### src/rtl/signed_left_shift_expander_pkg.sv
// Shared DSP helpers: signed full-scale limits and shift clamping.
package usrp_dsp_pkg;

   // Largest positive value representable in a w-bit two's complement word.
   function automatic longint max_s(input int w);
      return (longint'(1) <<< (w - 1)) - longint'(1);
   endfunction

   // Most negative value representable in a w-bit two's complement word.
   function automatic longint min_s(input int w);
      return -(longint'(1) <<< (w - 1));
   endfunction

   // Requested shift limited to the largest shift the datapath honours.
   function automatic int unsigned clamp_shift(input int unsigned req,
                                               input int unsigned max_shift);
      return (req > max_shift) ? max_shift : req;
   endfunction

endpackage

### src/rtl/signed_left_shift_expander_if.sv
// Sample, control and statistics bundle for the left-shift expander.
interface signed_left_shift_expander_if #(
   parameter int IN_LEN  = 16,
   parameter int OUT_LEN = 24,
   parameter int SHIFT_W = 5,
   parameter int CNT_W   = 16
);
   logic                      enable;
   logic [SHIFT_W-1:0]        shift_amt;
   logic signed [IN_LEN-1:0]  in_data;
   logic                      in_strobe;
   logic                      clr_stats;
   logic signed [OUT_LEN-1:0] out_data;
   logic                      out_strobe;
   logic                      sat_hi;
   logic                      sat_lo;
   logic                      sat_sticky;
   logic [CNT_W-1:0]          sat_count;

   modport master (
      output enable, shift_amt, in_data, in_strobe, clr_stats,
      input  out_data, out_strobe, sat_hi, sat_lo, sat_sticky, sat_count
   );

   modport slave (
      input  enable, shift_amt, in_data, in_strobe, clr_stats,
      output out_data, out_strobe, sat_hi, sat_lo, sat_sticky, sat_count
   );
endinterface

### src/rtl/signed_left_shift_expander_saturate.sv
// Combinational signed clamp of a wide value into an OUT_W-bit word.
module signed_saturate
   import usrp_dsp_pkg::*;
#(
   parameter int IN_W  = 28,
   parameter int OUT_W = 24
) (
   input  logic signed [IN_W-1:0]  din,
   output logic signed [OUT_W-1:0] dout,
   output logic                    hi,
   output logic                    lo
);
   logic signed [63:0] v;

   assign v = longint'(din);

   // Compare in 64 bits so either width ordering works; exact limits do not clip.
   always_comb begin
      hi   = (v > max_s(OUT_W));
      lo   = (v < min_s(OUT_W));
      dout = OUT_W'(v);
      if (hi) begin
         dout = OUT_W'(max_s(OUT_W));
      end else if (lo) begin
         dout = OUT_W'(min_s(OUT_W));
      end
   end
endmodule

### src/rtl/signed_left_shift_expander.sv
// Two-stage signed left-shift widener with output saturation and clip statistics.
module signed_left_shift_expander
   import usrp_dsp_pkg::*;
#(
   parameter int IN_LEN    = 16,
   parameter int OUT_LEN   = 24,
   parameter int SHIFT_W   = 5,
   parameter int MAX_SHIFT = 12,
   parameter int CNT_W     = 16
) (
   input  logic                         clock,
   input  logic                         reset_n,
   signed_left_shift_expander_if.slave  bus
);
   // Wide enough that the largest honoured shift never drops a bit.
   localparam int WIDE_W = IN_LEN + MAX_SHIFT;

   logic signed [IN_LEN-1:0]  data_q,       data_d;
   logic [SHIFT_W-1:0]        shift_q,      shift_d;
   logic                      valid1_q,     valid1_d;
   logic signed [OUT_LEN-1:0] out_data_q,   out_data_d;
   logic                      out_strobe_q, out_strobe_d;
   logic                      sat_hi_q,     sat_hi_d;
   logic                      sat_lo_q,     sat_lo_d;
   logic                      sticky_q,     sticky_d;
   logic [CNT_W-1:0]          count_q,      count_d;

   logic signed [WIDE_W-1:0]  wide;
   logic signed [OUT_LEN-1:0] sat_val;
   logic                      sat_hi_w;
   logic                      sat_lo_w;

   assign wide = WIDE_W'(data_q) <<< shift_q;

   signed_saturate #(
      .IN_W  (WIDE_W),
      .OUT_W (OUT_LEN)
   ) u_sat (
      .din  (wide),
      .dout (sat_val),
      .hi   (sat_hi_w),
      .lo   (sat_lo_w)
   );

   // Stage 1: capture sample and its clamped shift; data holds between strobes.
   always_comb begin
      data_d   = data_q;
      shift_d  = shift_q;
      valid1_d = 1'b0;
      if (bus.enable && bus.in_strobe) begin
         data_d   = bus.in_data;
         shift_d  = SHIFT_W'(clamp_shift(32'(bus.shift_amt), int'(MAX_SHIFT)));
         valid1_d = 1'b1;
      end
   end

   // Stage 2: saturated result; enable low discards the sample in flight.
   always_comb begin
      out_data_d   = out_data_q;
      out_strobe_d = 1'b0;
      sat_hi_d     = 1'b0;
      sat_lo_d     = 1'b0;
      if (bus.enable && valid1_q) begin
         out_data_d   = sat_val;
         out_strobe_d = 1'b1;
         sat_hi_d     = sat_hi_w;
         sat_lo_d     = sat_lo_w;
      end
   end

   // Statistics update on the same edge the clipped sample is presented; clear wins.
   always_comb begin
      sticky_d = sticky_q;
      count_d  = count_q;
      if (bus.enable && bus.clr_stats) begin
         sticky_d = 1'b0;
         count_d  = '0;
      end else if (sat_hi_d || sat_lo_d) begin
         sticky_d = 1'b1;
         if (count_q != {CNT_W{1'b1}}) begin
            count_d = count_q + CNT_W'(1);
         end
      end
   end

   // All pipeline and statistics state, cleared asynchronously.
   always_ff @(posedge clock or negedge reset_n) begin
      if (!reset_n) begin
         data_q       <= '0;
         shift_q      <= '0;
         valid1_q     <= 1'b0;
         out_data_q   <= '0;
         out_strobe_q <= 1'b0;
         sat_hi_q     <= 1'b0;
         sat_lo_q     <= 1'b0;
         sticky_q     <= 1'b0;
         count_q      <= '0;
      end else begin
         data_q       <= data_d;
         shift_q      <= shift_d;
         valid1_q     <= valid1_d;
         out_data_q   <= out_data_d;
         out_strobe_q <= out_strobe_d;
         sat_hi_q     <= sat_hi_d;
         sat_lo_q     <= sat_lo_d;
         sticky_q     <= sticky_d;
         count_q      <= count_d;
      end
   end

   assign bus.out_data   = out_data_q;
   assign bus.out_strobe = out_strobe_q;
   assign bus.sat_hi     = sat_hi_q;
   assign bus.sat_lo     = sat_lo_q;
   assign bus.sat_sticky = sticky_q;
   assign bus.sat_count  = count_q;
endmodule

### src/flat_wrapper.sv
// flat-port wrapper written by rule: the top's interface ports become plain ports
module signed_left_shift_expander_flat import usrp_dsp_pkg::*;
#(
   parameter int IN_LEN    = 16,
   parameter int OUT_LEN   = 24,
   parameter int SHIFT_W   = 5,
   parameter int MAX_SHIFT = 12,
   parameter int CNT_W     = 16
)
  (clock, reset_n, bus_enable, bus_shift_amt, bus_in_data, bus_in_strobe, bus_clr_stats, bus_out_data, bus_out_strobe, bus_sat_hi, bus_sat_lo, bus_sat_sticky, bus_sat_count);
  signed_left_shift_expander_if #(.IN_LEN(IN_LEN), .OUT_LEN(OUT_LEN), .SHIFT_W(SHIFT_W), .CNT_W(CNT_W)) bus_i ();
  input  logic clock;
  input  logic reset_n;
  input wire logic [$bits(bus_i.enable)-1:0] bus_enable;
  input wire logic [$bits(bus_i.shift_amt)-1:0] bus_shift_amt;
  input wire logic [$bits(bus_i.in_data)-1:0] bus_in_data;
  input wire logic [$bits(bus_i.in_strobe)-1:0] bus_in_strobe;
  input wire logic [$bits(bus_i.clr_stats)-1:0] bus_clr_stats;
  output wire logic [$bits(bus_i.out_data)-1:0] bus_out_data;
  output wire logic [$bits(bus_i.out_strobe)-1:0] bus_out_strobe;
  output wire logic [$bits(bus_i.sat_hi)-1:0] bus_sat_hi;
  output wire logic [$bits(bus_i.sat_lo)-1:0] bus_sat_lo;
  output wire logic [$bits(bus_i.sat_sticky)-1:0] bus_sat_sticky;
  output wire logic [$bits(bus_i.sat_count)-1:0] bus_sat_count;
  assign bus_i.enable = bus_enable;
  assign bus_i.shift_amt = bus_shift_amt;
  assign bus_i.in_data = bus_in_data;
  assign bus_i.in_strobe = bus_in_strobe;
  assign bus_i.clr_stats = bus_clr_stats;
  assign bus_out_data = bus_i.out_data;
  assign bus_out_strobe = bus_i.out_strobe;
  assign bus_sat_hi = bus_i.sat_hi;
  assign bus_sat_lo = bus_i.sat_lo;
  assign bus_sat_sticky = bus_i.sat_sticky;
  assign bus_sat_count = bus_i.sat_count;
  signed_left_shift_expander #(.IN_LEN(IN_LEN), .OUT_LEN(OUT_LEN), .SHIFT_W(SHIFT_W), .MAX_SHIFT(MAX_SHIFT), .CNT_W(CNT_W)) u_core (.clock(clock), .reset_n(reset_n), .bus(bus_i));
endmodule
### config.mk
export PLATFORM = sky130hd
export DESIGN_NAME = signed_left_shift_expander_flat
export DESIGN_NICKNAME = d
export VERILOG_FILES = /design/src/rtl/signed_left_shift_expander_pkg.sv /design/src/rtl/signed_left_shift_expander_if.sv /design/src/rtl/signed_left_shift_expander_saturate.sv /design/src/rtl/signed_left_shift_expander.sv /design/src/flat_wrapper.sv
export SDC_FILE = /design/constraint.sdc
export NUM_CORES = 1
export LEC_CHECK = 0
export ABC_AREA = 1
export CAP_MARGIN = 20
export CORE_MARGIN = 10
export CORE_UTILIZATION = 45
export DETAILED_ROUTE_END_ITERATION = 7
export GPL_TIMING_DRIVEN = 0
export PLACE_DENSITY = 0.68
export SETUP_SLACK_MARGIN = 0.1
export SLEW_MARGIN = 40
export SYNTH_ARGS = -nofsm -noshare
export SYNTH_HDL_FRONTEND = slang
export SYNTH_SLANG_ARGS = --single-unit
### constraint.sdc
create_clock -name clock -period 7 [get_ports clock]
set_clock_uncertainty 0.2 [all_clocks]
set_input_delay 1.05 -clock clock [delete_from_list [all_inputs] [get_ports clock]]
set_output_delay 1.05 -clock clock [all_outputs]
set_load 0.005 [all_outputs]
* Word level (Yosys, flattened, before mapping)
Index checks and enable logic that the tools add are counted.
** Word-level totals
- Word-level logic and storage cells :: 34
- Register bits :: 66
- Input port bits :: 26
- Output and inout port bits :: 44
** Operators by class
- Reductions and logical operators :: 7
- Eq/ne operators :: 1
- Add/sub/neg operators :: 1
- $lt $le $gt $ge :: 3
- Shift-type cells :: 1
- Mux-type cells :: 12
** Operator list (number)
- 16-bit two-way mux :: 3
- 24-bit two-way mux :: 2
- 28-bit by 24-bit greater-than comparator with 1-bit output, second input constant :: 1
- 28-bit by 24-bit less-than comparator with 1-bit output, second input constant :: 1
- 16-bit by 5-bit <<< shifter with 28-bit output :: 1
- 16-bit by 1-bit adder with 16-bit output, second input constant :: 1
- 16-bit inequality test, second input constant :: 1
- 1-bit two-way mux :: 6
- 5-bit by 4-bit greater-than comparator with 1-bit output, second input constant :: 1
- 5-bit two-way mux :: 1
- 2-bit nonzero test :: 2
- 1-bit logical AND :: 3
- 2-bit AND reduction :: 1
- 1-bit logical OR :: 1

* Depth between registers and ports, before layout
Gate-level depths: netlist (run 1).
- Word-level depth :: 6
- Depth in mapped cells :: 19
- Depth with buffers taken out :: 17

* Modules after synthesis
Synthesis (run 1) repeated with hierarchy kept, for this count alone.
** Second synthesis, totals
- Cells, all modules :: 664
- Area, all modules :: 4274.1 µm²
** Modules (own cells, without submodules)
- signed_left_shift_expander :: area each 3986.3 µm², times used 1, cells each 603, seq. area each 1651.6 µm²
- signed_saturate :: area each 287.8 µm², times used 1, cells each 61, seq. area each 0.0 µm²

* Worst setup path after synthesis (run 1)
OpenSTA, ideal clock, no wires.
- Kind :: input to register
- Start point :: input bus_enable
- End point :: register u_core.count_q[2], in the netlist u_core.bus.sat_count[2]
- Buffers on the path :: 2
- Arrival :: 2.090 ns
- Required time :: 6.683 ns
- Stages on the path :: 7
- Library setup time :: 0.117 ns
- Setup slack :: 4.593 ns
- Cells stage by stage :: nand2_2 -> nand2_1 -> or4_1 -> buf_2 -> buf_2 -> nand3_1 -> nand2_1
** Between the ends
- Cells in the longest elaborated chain, start to end :: 5
- Elaborated cells between the ends (all ways) :: 9
- Classes of those cells :: mux (3); reduce/logical (6)
** RTL lines
- from (decl) :: line flat_wrapper.sv:14 : input wire logic [$bits(bus_i.enable)-1:0] bus_enable;
- 1-bit logical AND :: line signed_left_shift_expander.sv:63 : if (bus.enable && valid1_q) begin
- 1-bit two-way mux :: line signed_left_shift_expander.sv:63
- 1-bit logical OR :: line signed_left_shift_expander.sv:78 : end else if (sat_hi_d || sat_lo_d) begin
- 2-bit nonzero test (no source line)
- 2-bit AND reduction (no source line)
- to (signal assigned) :: line signed_left_shift_expander.sv:107 : count_q <= count_d;
- to (decl) :: line signed_left_shift_expander.sv:26 : logic [CNT_W-1:0] count_q, count_d;
Parallel ways exist; a longest one is shown, timed or not.
A chain may end at the register's enable or synchronous reset.

* Final worst setup path (run 1)
- Start point :: input bus_enable
- End point :: register u_core.out_data_q[22], in the netlist u_core.bus.out_data[22]
** Between the ends
- Cells in the longest elaborated chain, start to end :: 1
** RTL lines
- 1-bit logical AND :: line signed_left_shift_expander.sv:63
- to (signal assigned) :: line signed_left_shift_expander.sv:102 : out_data_q <= out_data_d;
- to (decl) :: line signed_left_shift_expander.sv:21 : logic signed [OUT_LEN-1:0] out_data_q, out_data_d;
No other way between the ends.

==> flow_summary.ini, run 1 <==
[die]
die_w_um = 117
die_area_um2 = 13800
die_h_um = 117
coreArea_um2 = 9240
num_io_pins = 70
start_util = 0.463
rows = 35

[critical_path]
crit_path_end_kind = flop
cp.required_ns = 7.08
worstPathArrival_ns = 2.81
crit_start = bus_enable
r2r_start = u_core.bus.sat_count[0]
cp_max_fo = 10
startpoint_type = primary input
path_class = in -> reg

[power]
p_leak_nw = 2.54
power_density_nw_per_um2 = 264
seqPwrFrac = 0.365
clkPwrFrac = 0.263
swShare = 0.359
power_mw = 1.42
combPwrFrac = 0.372
p_sw_mw = 0.509
peakVddDrop_mv = 0.0955
internal_power_mw = 0.908

[global_route]
grt_pass1_vias = 4081
antenna_found_initial = 0
grt.overflow.total = 0
track_usage = 0.176
grt_max_degree = 40
grt_pass1_wl_um = 20700

[synth]
ys.flop_type = dfrtp_1
yosys-top-cells-area = dfrtp_1 (39%), nand2_1 (18%), nand3_1 (9.0%)
ys_types = 40
syn_area_um2 = 4280
async_flop_share = 1.00
synth_top_area_cell = dfrtp_1
synth_top_area_share = 0.386
ys_seq_area_frac = 0.386
ys_warn_count = 0
synth_nets = 606
ys_ff_latch = 66
syn_area_per_cell_um2 = 7.38
syn_inst = 579
synth_edf_count = 0

[placed_design]
globalplace.congestion = 0.973
dp_hpwl_um = 9550
portBuffers = 69

[final_layout]
final_core_util = 0.581
n_antenna_cell = 0
fillerInstances = 872
final_common_cell = nand2_1
register_area_um2 = 1650
fin_nets = 687
syn_to_final_growth_pct = 25.6
drive_gt1_frac = 0.141
mostFrequentLayoutCells = nand2_1 (204), nand3_1 (77), clkdlybuf4s50_1 (68)
multi_input_area_um2 = 2320

[route]
wl_met1_um = 5630
drc = 2
dr_wl_met2_um = 5510
top_layer = met4
wl_met3_um = 748
wl_per_cell_um = 15.2
firstDrtPassIters = 8
drt_wl_total_um = 12100
drt_iter0_drc = 341
vias_per_cell = 5.17
via_count = 4105
ant_nets = 0

[clock_network]
cts_buffer_depth = 2
root_buffer = clkbuf_8
cts_max_level = 3
cts.sinks = 66
cts-hold-fix-buffers = 0
cts_buffers = 9
post_cts_buffers = 0
clk_pin_slew_ns = 0.09
cts_tree = done
ctsResizeCount = 0
clk_latency_ns = 0.35

[run_status]
failed_checks = design-rule violations
status = finished with violations

[timing]
setup-tns-final_ns = 0
finalCriticalPeriod_ns = 2.74
rsz0062_at_grt = false
hold_violations = 0
fmax_ghz = 0.365
post-route-period-util = 0.391
maxSlewViolCount = 0
setup_violations = 0
tightest_slew_ns = 0.528
fin_hold_ws_ns = 0.292
maxSlewHeadroom = 0.648

[hold_path]
min_from = u_core.bus.out_data[23]
worstHoldPathType = reg -> reg

[job]
max_cap_violations = 0
-- state kept, by name, indices dropped and copies added (netlist names) --
name                   cells
u_core.bus.out_data       24
u_core.bus.sat_count      16
u_core.data_q             16
u_core.shift_q             5
u_core.bus.out_strobe      1
u_core.bus.sat_hi          1
u_core.bus.sat_lo          1
u_core.bus.sat_sticky      1
u_core.valid1_q            1
-- critical path, cell delays in order --
cell,delay (ns)
clkdlybuf4s50_1,0.52
nand2_1,0.26
inv_1,0.27
clkbuf_1,0.38
nand2_1,0.16
o211ai_1,0.18
-- power groups by stage --
stage                     clock, mW  combinational, mW  sequential [mW]
final                         0.372              0.528            0.517
after global routing          0.396              0.589            0.530
after CTS                     0.380              0.531            0.518
after detailed placement          0              0.528            0.525
after global placement            0              0.523            0.523
after floorplan                   0              0.290            0.521
-- area by class of cell --
class,instances,share of cell area
Clock inverter,7,0.0186
Timing Repair Buffer,70,0.132
Multi-Input combinational cell,458,0.432
Inverter,26,0.0196
Clock buffer,9,0.0231
Tap cell,129,0.0301
Sequential cell,66,0.308
Buffer,29,0.0368
-- path summary, 6_finish.rpt --
check                                            to  slack [ns]  cells after the start
max in group asynchronous  u_core.bus.sat_count[15]        5.66                      2
min                         u_core.bus.out_data[23]        0.29                      2
max                         u_core.bus.out_data[22]        4.26                      6
max reg2reg                u_core.bus.sat_count[12]        4.43                      9
min reg2reg                 u_core.bus.out_data[23]        0.29                      2
min in group asynchronous    u_core.bus.out_data[9]        0.41                      1
-- routing by layer --
layer  global-route usage  vias up
li1                     -     2066
met1                0.229     1892
met2                0.283      129
met3               0.0388       18
met4               0.0572        0
met5                    0        -
-- per-stage QoR --
stage               worst slack, ns  area, µm²  instances
floorplan                      4.59       4280        579
global placement               2.55       5130        777
detailed placement             3.91       5140        778
CTS                            4.28       5370        794
global route                   4.09       5370        794
finish                         4.26       5370        794
-- synth_stat cells, types with 2 or more instances --
master and instances:
nand2_1 204, nand3_1 77, dfrtp_1 66, nor2_1 32, o21ai_0 29, nand2_2 24, nand3_2 18, inv_1 17
clkbuf_1 13, a21oi_1 11, nand4_1 11, xor2_1 10, o211ai_1 8, buf_2 6, nand2_4 6, buf_6 5
nor3_1 5, inv_2 4, buf_4 3, clkinv_1 3, xnor2_1 3, a31oi_1 2, buf_12 2, nand3_4 2
nor2_4 2, o22ai_1 2
-- cells by family (layout without fill, tap and decap cells) --
logic type,Yosys count,in the layout,synth area share
buffers and inverters,55,141,0.0708
AO/OA/AOI/OAI,57,57,0.0758
AND/OR/NAND/NOR,387,387,0.438
flip-flops,66,66,0.386
XOR/XNOR,13,13,0.0266
adder cells (fa/ha/maj),1,1,0.00293
Power figures use the tool's default switching activity.
==> inputs of run 2 (changes only) <==
- clock period: 7 -> 2.62 ns (I/O delays scaled with it)
==> flow_summary.ini, run 2 (synthesis gave the netlist of run 1 again) <==
[clock_network]
clk_pin_slew_ns = 0.08
cts_buffer_depth = 2
cts_max_level = 3
root_buffer = clkbuf_8
cts.sinks = 66
cts_tree = done
cts_buffers = 9
clk_latency_ns = 0.35

[final_layout]
final_core_util = 0.601
final_cell_area_um2 = 5550
drive_gt1_frac = 0.180
fillerInstances = 867
mostFrequentLayoutCells = nand2_1 (196), nand3_1 (70), clkdlybuf4s50_1 (68)
n_antenna_cell = 0
largest_reg_flops = 24
syn_to_final_growth_pct = 29.8
final_common_cell = nand2_1
fin_nets = 694

[hold_path]
worstHoldPathType = in -> async

[critical_path]
crit_path_end_kind = flop
r2r-end = u_core.bus.sat_count[12]
crit_top_cell = nand2_1
path_buf_inv = 4
worstPathArrival_ns = 2.43
crit_start = u_core.shift_q[1]
ff2ff_setup_slack_ns = 0.24
startpoint_type = flop
cp.required_ns = 2.66
cp_cell_sequence = buf_6 > inv_6 > buf_8 > nand3_1 > nand3_2 > nand2_1 > nand2_1 > nand3_1 > nand2_1 > nor2_2 > nand2_2 > nand3_4 > nand3_4 > nand2_4 > buf_12 > nand2_2 > nand2_1
slowest_stage = dfrtp_1
endpoint = u_core.bus.sat_count[12]
rr_worst_depth = 17
path_class = reg -> reg
cpPeakStageDelay_ns = 0.38
r2r_start = u_core.shift_q[1]
cp_top_family = simple AND/OR/NAND/NOR gates
crit_cells = 17
cp_max_fo = 10

[power]
peakVddDrop_mv = 0.255
swShare = 0.361
seqPwrFrac = 0.356
p_sw_mw = 1.40
power_density_nw_per_um2 = 698
internal_power_mw = 2.47
combPwrFrac = 0.386
clkPwrFrac = 0.257
p_leak_nw = 2.60

[global_route]
grt.overflow.total = 0
grt_pass1_wl_um = 20700
grt_pass1_vias = 4084
antenna_found_initial = 0
grt_max_degree = 40
track_usage = 0.177

[die]
die_h_um = 117
rows = 35
num_io_pins = 70
die_w_um = 117
die_area_um2 = 13800
coreArea_um2 = 9240
start_util = 0.463

[timing]
maxSlewHeadroom = 0.631
rsz0062_at_grt = false
fin_hold_ws_ns = 0.292
finalCriticalPeriod_ns = 2.38
fmax_ghz = 0.419
maxSlewViolCount = 0
setup-tns-final_ns = 0
setup_violations = 0
post-route-period-util = 0.910
tightest_slew_ns = 0.553
hold_violations = 0

[route]
vias_per_cell = 5.18
wl_per_cell_um = 15.5
drt_iter0_drc = 292
drt_wl_total_um = 12400
firstDrtPassIters = 5
via_count = 4151
drc = 0
ant_nets = 0

[placed_design]
portBuffers = 69
globalplace.congestion = 0.973
placed_area_um2 = 5140
dp_hpwl_um = 9550

[job]
max_cap_violations = 0

[run_status]
status = finished clean
-- run 2: changes by cell type in the layout (fill, tap and decap cells not counted), moves of 3 or more --
cell     delta
nand2_1     -8
nand2_2     +7
nand3_1     -7
nand3_2     +6
buf_4       +3
nor2_1      -3
nor2_2      +3
-- run 2: per-layer routing --
metal / track usage / wire (µm)
met5: 0 / 0
met4: 0.0572 / 208
met3: 0.0388 / 759
met2: 0.283 / 5780
met1: 0.230 / 5630
-- run 2: layout make-up --
cell class                      instances  area, µm²  share of cell area
Buffer                                 29        209              0.0376
Clock inverter                          7        100              0.0180
Timing Repair Buffer                   77        781               0.141
Inverter                               26        110              0.0198
Clock buffer                            9        124              0.0223
Sequential cell                        66       1650               0.298
Multi-Input combinational cell        458       2410               0.435
Tap cell                              129        161              0.0291
-- run 2: power by group through the flow --
stage / clock network (mW) / registers, mW / logic [mW]
floorplan: 0 / 1.39 / 0.775
global placement: 0 / 1.40 / 1.40
detailed placement: 0 / 1.40 / 1.41
CTS: 1.02 / 1.39 / 1.42
global route: 1.06 / 1.41 / 1.66
finish: 0.997 / 1.38 / 1.50
-- run 2: repair_timing --
action,in CTS,in global routing
buffers inserted,0,5
hold buffers,1,0
setup endpoints to repair,14,39
gates resized for setup,1,28
hold endpoints to repair,27,0
pin swaps,0,4
gates cloned,0,1
-- run 2: stage by stage --
stage | cells | setup WS, ns | power, mW
floorplan | 579 | 0.342 | 2.17
global placement | 777 | -1.18 | 2.80
detailed placement | 778 | 0.0876 | 2.82
CTS | 795 | 0.136 | 3.82
global route | 801 | 0.0803 | 4.13
finish | 801 | 0.236 | 3.87
-- run 2: worst min-delay path by stage --
| stage | depth (start not counted) | endpoint | from | slack (ns) |
|---|---|---|---|---|
| after global routing | 2 | u_core.bus.out_data[16] | u_core.bus.out_data[16] | 0.31 |
| after CTS | 2 | u_core.bus.out_data[9] | reset_n | 0.30 |
| final | 2 | u_core.bus.out_data[9] | reset_n | 0.29 |
| after detailed placement | 1 | u_core.bus.out_data[10] | reset_n | 0.14 |
| after floorplan | 0 | u_core.bus.out_data[0] | reset_n | -0.10 |
| after global placement | 2 | u_core.bus.out_data[23] | u_core.bus.out_data[23] | 0.27 |
-- run 2: worst register-to-register path: cells and delay by family (launching register included) --
family / cells / cell delay [ns]
buffers and inverters: 4 / 0.57
DFF: 1 / 0.38
and+or+nand+nor: 13 / 1.13
